--- src/rtl/rr_stream_arbiter.sv ---
// ----------------------------------------------------------------------------
// rr_stream_arbiter
//   Shares one downstream valid/ready byte channel between NUM_REQ upstream
//   requesters. Round-robin grant feeds a registered output stage that can be
//   drained and reloaded in the same cycle, so a continuous stream runs at one
//   beat per cycle with no bubble when the winner changes.
//
//   Optional feature (macro ARB_PKT_LOCK_EN): adds the req_last_i port and a
//   two-state lock FSM. Once a requester starts a multi-beat packet, it owns
//   the channel until it sends the beat marked last.
//
// Ports
//   clk          clock, all state on rising edge
//   reset_n      asynchronous active-low reset
//   req_valid_i  per-requester valid
//   req_data_i   requester k data at [k*DATA_W +: DATA_W]
//   req_ready_o  per-requester ready, at most one bit high, 0 during reset
//   e_ready_i    downstream ready
//   e_valid_o    downstream valid (registered)
//   e_data_o     downstream data (registered)
//   e_src_o      index of the requester that supplied e_data_o (registered)
//   req_last_i   last beat of packet (ARB_PKT_LOCK_EN only)
// ----------------------------------------------------------------------------

// Per-requester slice: qualifies the grant with the output-register state and
// masks the data so the top level can merge lanes with a plain OR.
module rr_stream_arbiter_lane #(
    parameter int DATA_W = 8
) (
    input  logic              grant_i,
    input  logic              can_load_i,
    input  logic              rst_n_i,
    input  logic              valid_i,
    input  logic [DATA_W-1:0] data_i,
    output logic              ready_o,
    output logic              take_o,
    output logic [DATA_W-1:0] data_o
);
    // Ready is gated by reset so nothing is accepted while reset is asserted.
    assign ready_o = grant_i & can_load_i & rst_n_i;
    assign take_o  = ready_o & valid_i;
    assign data_o  = take_o ? data_i : '0;
endmodule

module rr_stream_arbiter #(
    parameter  int NUM_REQ = 4,
    parameter  int DATA_W  = 8,
    localparam int SRC_W   = $clog2(NUM_REQ)
) (
    input  logic                      clk,
    input  logic                      reset_n,
    input  logic [NUM_REQ-1:0]        req_valid_i,
    input  logic [NUM_REQ*DATA_W-1:0] req_data_i,
    output logic [NUM_REQ-1:0]        req_ready_o,
    input  logic                      e_ready_i,
    output logic                      e_valid_o,
    output logic [DATA_W-1:0]         e_data_o,
    output logic [SRC_W-1:0]          e_src_o
`ifdef ARB_PKT_LOCK_EN
    ,
    input  logic [NUM_REQ-1:0]        req_last_i
`endif
);
    localparam int unsigned NUM_REQ_U = NUM_REQ;

    // (base + off) mod NUM_REQ, valid for off < NUM_REQ; also works for
    // non-power-of-two requester counts.
    function automatic logic [SRC_W-1:0] idx_add(input logic [SRC_W-1:0] base,
                                                 input int unsigned       off);
        int unsigned s;
        s = 32'(base) + off;
        if (s >= NUM_REQ_U) s = s - NUM_REQ_U;
        return s[SRC_W-1:0];
    endfunction

    // ------------------------------------------------------------------
    // State
    // ------------------------------------------------------------------
    logic              e_valid_q, e_valid_d;
    logic [DATA_W-1:0] e_data_q,  e_data_d;
    logic [SRC_W-1:0]  e_src_q,   e_src_d;
    logic [SRC_W-1:0]  ptr_q,     ptr_d;

    // ------------------------------------------------------------------
    // Round-robin search starting at ptr_q
    // ------------------------------------------------------------------
    logic [NUM_REQ-1:0] rr_oh;
    logic [SRC_W-1:0]   rr_idx;
    logic               rr_any;

    always_comb begin
        rr_oh  = '0;
        rr_idx = ptr_q;
        rr_any = 1'b0;
        for (int unsigned off = 0; off < NUM_REQ_U; off++) begin
            if (!rr_any && req_valid_i[idx_add(ptr_q, off)]) begin
                rr_any = 1'b1;
                rr_idx = idx_add(ptr_q, off);
            end
        end
        rr_oh[rr_idx] = rr_any;
    end

    // ------------------------------------------------------------------
    // Grant selection and lanes
    // ------------------------------------------------------------------
    logic [NUM_REQ-1:0]             grant_oh;
    logic [SRC_W-1:0]               grant_idx;
    logic                           can_load;
    logic [NUM_REQ-1:0]             lane_ready;
    logic [NUM_REQ-1:0]             lane_take;
    logic [NUM_REQ-1:0][DATA_W-1:0] lane_data;
    logic                           take;
    logic [DATA_W-1:0]              take_data;

    // The register may load when empty or when its current beat leaves
    // this cycle; the latter gives full throughput with no bubble.
    assign can_load = ~e_valid_q | e_ready_i;

    for (genvar k = 0; k < NUM_REQ; k++) begin : g_lane
        rr_stream_arbiter_lane #(.DATA_W(DATA_W)) u_lane (
            .grant_i    (grant_oh[k]),
            .can_load_i (can_load),
            .rst_n_i    (reset_n),
            .valid_i    (req_valid_i[k]),
            .data_i     (req_data_i[k*DATA_W +: DATA_W]),
            .ready_o    (lane_ready[k]),
            .take_o     (lane_take[k]),
            .data_o     (lane_data[k])
        );
    end

    assign req_ready_o = lane_ready;
    assign take        = |lane_take;

    // Lanes present zero unless they transfer, and at most one transfers.
    always_comb begin
        take_data = '0;
        for (int k = 0; k < NUM_REQ; k++) take_data = take_data | lane_data[k];
    end

`ifdef ARB_PKT_LOCK_EN
    // ------------------------------------------------------------------
    // Packet lock FSM
    // ------------------------------------------------------------------
    typedef enum logic {
        ST_IDLE   = 1'b0,
        ST_LOCKED = 1'b1
    } lock_state_e;

    lock_state_e      state_q, state_d;
    logic [SRC_W-1:0] owner_q, owner_d;

    // While locked only the owner can win; if it has nothing to send the
    // channel idles rather than letting another requester interleave.
    always_comb begin
        grant_oh  = rr_oh;
        grant_idx = rr_idx;
        if (state_q == ST_LOCKED) begin
            grant_oh           = '0;
            grant_oh[owner_q]  = req_valid_i[owner_q];
            grant_idx          = owner_q;
        end
    end

    // The pointer only moves when a packet completes, so the requester after
    // the packet's owner is first in line next.
    always_comb begin
        state_d = state_q;
        owner_d = owner_q;
        ptr_d   = ptr_q;
        case (state_q)
            ST_IDLE: begin
                if (take) begin
                    if (req_last_i[grant_idx]) begin
                        ptr_d = idx_add(grant_idx, 1);
                    end else begin
                        state_d = ST_LOCKED;
                        owner_d = grant_idx;
                    end
                end
            end
            ST_LOCKED: begin
                if (take && req_last_i[owner_q]) begin
                    state_d = ST_IDLE;
                    ptr_d   = idx_add(owner_q, 1);
                end
            end
        endcase
    end

    always_ff @(posedge clk or negedge reset_n) begin
        if (!reset_n) begin
            state_q <= ST_IDLE;
            owner_q <= '0;
        end else begin
            state_q <= state_d;
            owner_q <= owner_d;
        end
    end
`else
    // Every beat is arbitrated on its own.
    always_comb begin
        grant_oh  = rr_oh;
        grant_idx = rr_idx;
    end

    always_comb begin
        ptr_d = ptr_q;
        if (take) ptr_d = idx_add(grant_idx, 1);
    end
`endif

    // ------------------------------------------------------------------
    // Output register
    // ------------------------------------------------------------------
    // A new beat replaces the current one (drain and load together); with no
    // new beat and a downstream accept the register empties but keeps its
    // data/src so those lines do not toggle needlessly.
    always_comb begin
        e_valid_d = e_valid_q;
        e_data_d  = e_data_q;
        e_src_d   = e_src_q;
        if (take) begin
            e_valid_d = 1'b1;
            e_data_d  = take_data;
            e_src_d   = grant_idx;
        end else if (e_ready_i) begin
            e_valid_d = 1'b0;
        end
    end

    always_ff @(posedge clk or negedge reset_n) begin
        if (!reset_n) begin
            e_valid_q <= 1'b0;
            e_data_q  <= '0;
            e_src_q   <= '0;
            ptr_q     <= '0;
        end else begin
            e_valid_q <= e_valid_d;
            e_data_q  <= e_data_d;
            e_src_q   <= e_src_d;
            ptr_q     <= ptr_d;
        end
    end

    assign e_valid_o = e_valid_q;
    assign e_data_o  = e_data_q;
    assign e_src_o   = e_src_q;

endmodule

--- config.mk ---
export PLATFORM = sky130hd
export DESIGN_NAME = rr_stream_arbiter
export DESIGN_NICKNAME = d
export VERILOG_FILES = /design/src/rtl/rr_stream_arbiter.sv
export SDC_FILE = /design/constraint.sdc
export NUM_CORES = 1
export LEC_CHECK = 0
export CORE_ASPECT_RATIO = 1.2
export CORE_MARGIN = 2
export CORE_UTILIZATION = 39
export CTS_BUF_LIST = sky130_fd_sc_hd__clkbuf_4 sky130_fd_sc_hd__clkbuf_8
export DETAILED_ROUTE_END_ITERATION = 10
export PLACE_DENSITY_LB_ADDON = 0.3
export SLEW_MARGIN = 20
export SYNTH_ARGS = -nofsm -noshare
export SYNTH_HDL_FRONTEND = slang
export SYNTH_SLANG_ARGS = --single-unit
export TNS_END_PERCENT = 30
--- constraint.sdc ---
create_clock -name clk -period 2.52 [get_ports clk]
set_input_delay 0.252 -clock clk [delete_from_list [all_inputs] [get_ports clk]]
set_output_delay 0.252 -clock clk [all_outputs]
set_load 0.1 [all_outputs]
==> results.sh, run 1 <==
export IMPL_vias_per_cell=5.38
export IMPL_firstDrtPassIters=3
export IMPL_cts_htree_levels=1
export IMPL_synth_distinct_cells=31
export IMPL_nets=203
export IMPL_cp_start_kind="input port"
export IMPL_yosysWarnings=0
export IMPL_critical_path_top_delay_family="buffers and inverters"
export IMPL_fin_crit_sh_pct=96.4
export IMPL_powerDensity_nw_per_um2=1180
export IMPL_path_cells="clkdlybuf4s50_1 -> nor2_1 -> a221oi_4 -> nand2_2 -> or2_2 -> nor2_1 -> buf_12"
export IMPL_clock_fmax_mhz=412
export IMPL_setup_tns_ns=0
export IMPL_final_cell_mix="clkdlybuf4s50_1 (38), buf_4 (22), a21oi_1 (17)"
export IMPL_critPathKind="input port to output pin"
export IMPL_worst_r2r_cell_count=6
export IMPL_finalHoldViolCount=0
export IMPL_setup_viol=0
export IMPL_dpl_worst_slack_ns=0.0807
export IMPL_grt_overflow_total=0
export IMPL_post_route_min_period_ns=2.43
export IMPL_wl_per_cell_um=15.1
export IMPL_postSynthCellCount=107
export IMPL_grt_max_degree=20
export IMPL_ff_latch_area_um2=325
export IMPL_avgSynthCellArea_um2=9.06
export IMPL_fp_dieH_um=58.6
export IMPL_p_int_mw=0.751
export IMPL_worst_slew_pin_slew_ns=0.460
export IMPL_tritoncts="built"
export IMPL_coreArea_um2=2330
export IMPL_r2r_setup_slack_ns=0.41
export IMPL_cts_sinks=13
export IMPL_timing_critical_path_mode_cell="nor2_1"
export IMPL_gp_congestion=0.852
export IMPL_clock_latency_ns=0.28
export IMPL_maxSlewViolCount=0
export IMPL_p_clk_share_pct=8.0
export IMPL_fp_dieW_um=49.5
export IMPL_combPwrFrac_pct=72.3
export IMPL_syn_to_final_growth_pct=60.4
export IMPL_drv_cap=0
export IMPL_io_buffers=53
export IMPL_cts_hold_fix_buffers=0
export IMPL_end_kind="output pin"
export IMPL_antenna_cells=0
export IMPL_grt_antenna_before_repair=0
export IMPL_rsz0062_at_grt="false"
export IMPL_synthesis_nets=146
export IMPL_ys_ff_latch=13
export IMPL_seq_power_share_pct=19.7
export IMPL_r2r_end="e_data_o[5]"
export IMPL_grt_pass1_wl_mm=4.86
export IMPL_arrival_ns=2.18
export IMPL_num_rows=19
export IMPL_fill_cells=205
export IMPL_clkTransAtPathRegs_ns=0.09
export IMPL_sw_frac_of_total_pct=59.1
export IMPL_finClkSkew_ns=0.00115
export IMPL_max_stage_delay_ns=0.57
export IMPL_initial_core_util_pct=41.6
export IMPL_drc=0
export IMPL_ios=54
export IMPL_maxSlewHeadroom_pct=69.3
export IMPL_die_area_um2=2900
export IMPL_final_antenna_net_count=0
export IMPL_grt_usage_pct=21.7
export IMPL_cts_root_buf="clkbuf_4"
export IMPL_drt_iter0_drc=9
export IMPL_critPathBufInv=2
export IMPL_layout_commonest_cell="clkdlybuf4s50_1"
export IMPL_cts_buffer_depth=2
export IMPL_worst_slack_ns=0.0913
export IMPL_cp_required_ns=2.27
export IMPL_seq_area_frac_synth_pct=33.5
export IMPL_grt_pass1_vias=1057
export IMPL_cp_max_fo=6
export IMPL_cts_buffers=3
export IMPL_multi_input_area_um2=502
export IMPL_p_sw_mw=1.09
export IMPL_drive_above_1_share_pct=23.3
export IMPL_r2r_start="ptr_q[1]"
export IMPL_via_count=1043
export IMPL_p_leak_nw=0.657
export IMPL_slowest_stage="clkdlybuf4s50_1"
export IMPL_dp_hpwl_mm=2.25
export IMPL_ir_drop_mv=0.890
export IMPL_drt_wl_total_mm=2.94
export IMPL_outcome="finished clean"
export IMPL_hold_path_class="input port to asynchronous set/reset pin"
export IMPL_syn_area_um2=970
==> repair_timing <==
action | CTS | global route
endpoints found under the setup margin | 0 | 2
resized for setup | 0 | 2
setup buffers | 0 | 0
endpoints found under the hold margin | 0 | 0
==> Yosys cell counts, drive strengths merged <==
cell | n | area (um2)
dfrtp | 13 | 325
a2111o | 1 | 11.3
buf | 8 | 80.1
nor3 | 2 | 10.0
o21ai | 4 | 23.8
and2b | 1 | 7.51
nor2 | 5 | 18.8
nor3b | 1 | 7.51
and2 | 1 | 6.26
o21a | 1 | 7.51
a21boi | 9 | 67.6
a2111oi | 8 | 70.1
a221oi | 9 | 96.4
xnor2 | 1 | 8.76
nor2b | 1 | 6.26
or2b | 1 | 8.76
a21oi | 17 | 85.1
nand2b | 1 | 6.26
inv | 9 | 33.8
nand2 | 7 | 28.8
or2 | 1 | 6.26
clkbuf | 4 | 36.3
nand3 | 1 | 5.00
o22ai | 1 | 12.5
==> power by group through the flow <==
stage / Sequential, mW / Combinational [mW] / Clock, mW
global route: 0.375 / 1.39 / 0.166
global placement: 0.361 / 1.31 / 0
CTS: 0.363 / 1.33 / 0.153
finish: 0.363 / 1.33 / 0.147
floorplan: 0.911 / 0.468 / 0
detailed placement: 0.366 / 1.32 / 0
==> per-stage QoR <==
| step | area, um2 | util (%) | std cells | hold WS (ns) | total power, mW |
|---|---|---|---|---|---|
| after floorplan | 970 | - | 107 | -0.0436 | 1.38 |
| after global placement | 1520 | 65.1 | 190 | 0.472 | 1.68 |
| after detailed placement | 1520 | 65.1 | 190 | 0.489 | 1.69 |
| after CTS | 1550 | 66.4 | 194 | 0.323 | 1.84 |
| after global routing | 1560 | 66.8 | 194 | 0.325 | 1.93 |
| final | 1560 | 66.8 | 194 | 0.329 | 1.84 |
==> cell type report <==
cell class / count / share of cell area [%]
Clock buffer: 4 / 1.93
Inverter: 9 / 2.17
Multi-Input combinational cell: 73 / 32.3
Sequential cell: 13 / 20.9
Tap cell: 31 / 2.49
Timing Repair Buffer: 64 / 40.2
==> routing by layer <==
layer	GRT usage, %	vias up	part of all wire, %
li1	-	511	-
met1	25.8	494	42
met2	39.2	36	51
met3	4.06	2	6.0
met4	7.14	0	0.48
met5	0	-	0
==> state kept, by name (all words and copies together) (netlist names) <==
register   cells
e_data_o       8
e_src_o        2
e_valid_o      1
ptr_q          2
==> worst max path at each step <==
stage / from / endpoint / slack (ns) / depth (start not counted)
final: req_valid_i[1] / req_ready_o[1] / 0.09 / 7
after global routing: req_valid_i[1] / req_ready_o[1] / 0.01 / 7
after CTS: req_valid_i[1] / req_ready_o[3] / 0.07 / 7
after detailed placement: req_valid_i[1] / req_ready_o[3] / 0.08 / 7
after global placement: req_valid_i[1] / req_ready_o[1] / 0.16 / 7
after floorplan: e_valid_o / req_ready_o[0] / 0.13 / 6
==> worst register-to-register path, cell delays in order (launching register included) <==
cell	delay (ns)
dfrtp_1	0.48
nor3b_1	0.44
a221oi_4	0.10
and2_1	0.25
buf_4	0.20
a2111oi_0	0.42
a221oi_1	0.09
==> kinds of logic (layout without fill, tap and decap cells) <==
| group | Yosys count | after routing | share of synthesized area [%] |
|---|---|---|---|
| AND/OR/NAND/NOR | 22 | 22 | 11.5 |
| AO/OA/AOI/OAI | 50 | 50 | 38.6 |
| flip-flops | 13 | 13 | 33.5 |
| buffers and inverters | 21 | 77 | 15.5 |
| XOR/XNOR | 1 | 1 | 0.903 |
Note: power is estimated with default switching activity, not from simulation.
==> run 2: changes to the inputs <==
--- a/config.mk
+++ b/config.mk
@@ -11,7 +11,7 @@
 export CTS_BUF_LIST = sky130_fd_sc_hd__clkbuf_4 sky130_fd_sc_hd__clkbuf_8
 export DETAILED_ROUTE_END_ITERATION = 10
 export PLACE_DENSITY_LB_ADDON = 0.3
-export SLEW_MARGIN = 20
+export SLEW_MARGIN = 30
 export SYNTH_ARGS = -nofsm -noshare
 export SYNTH_HDL_FRONTEND = slang
 export SYNTH_SLANG_ARGS = --single-unit
==> results of run 2 <==
No change in the layout: final DEF, timing and power equal those of run 1.
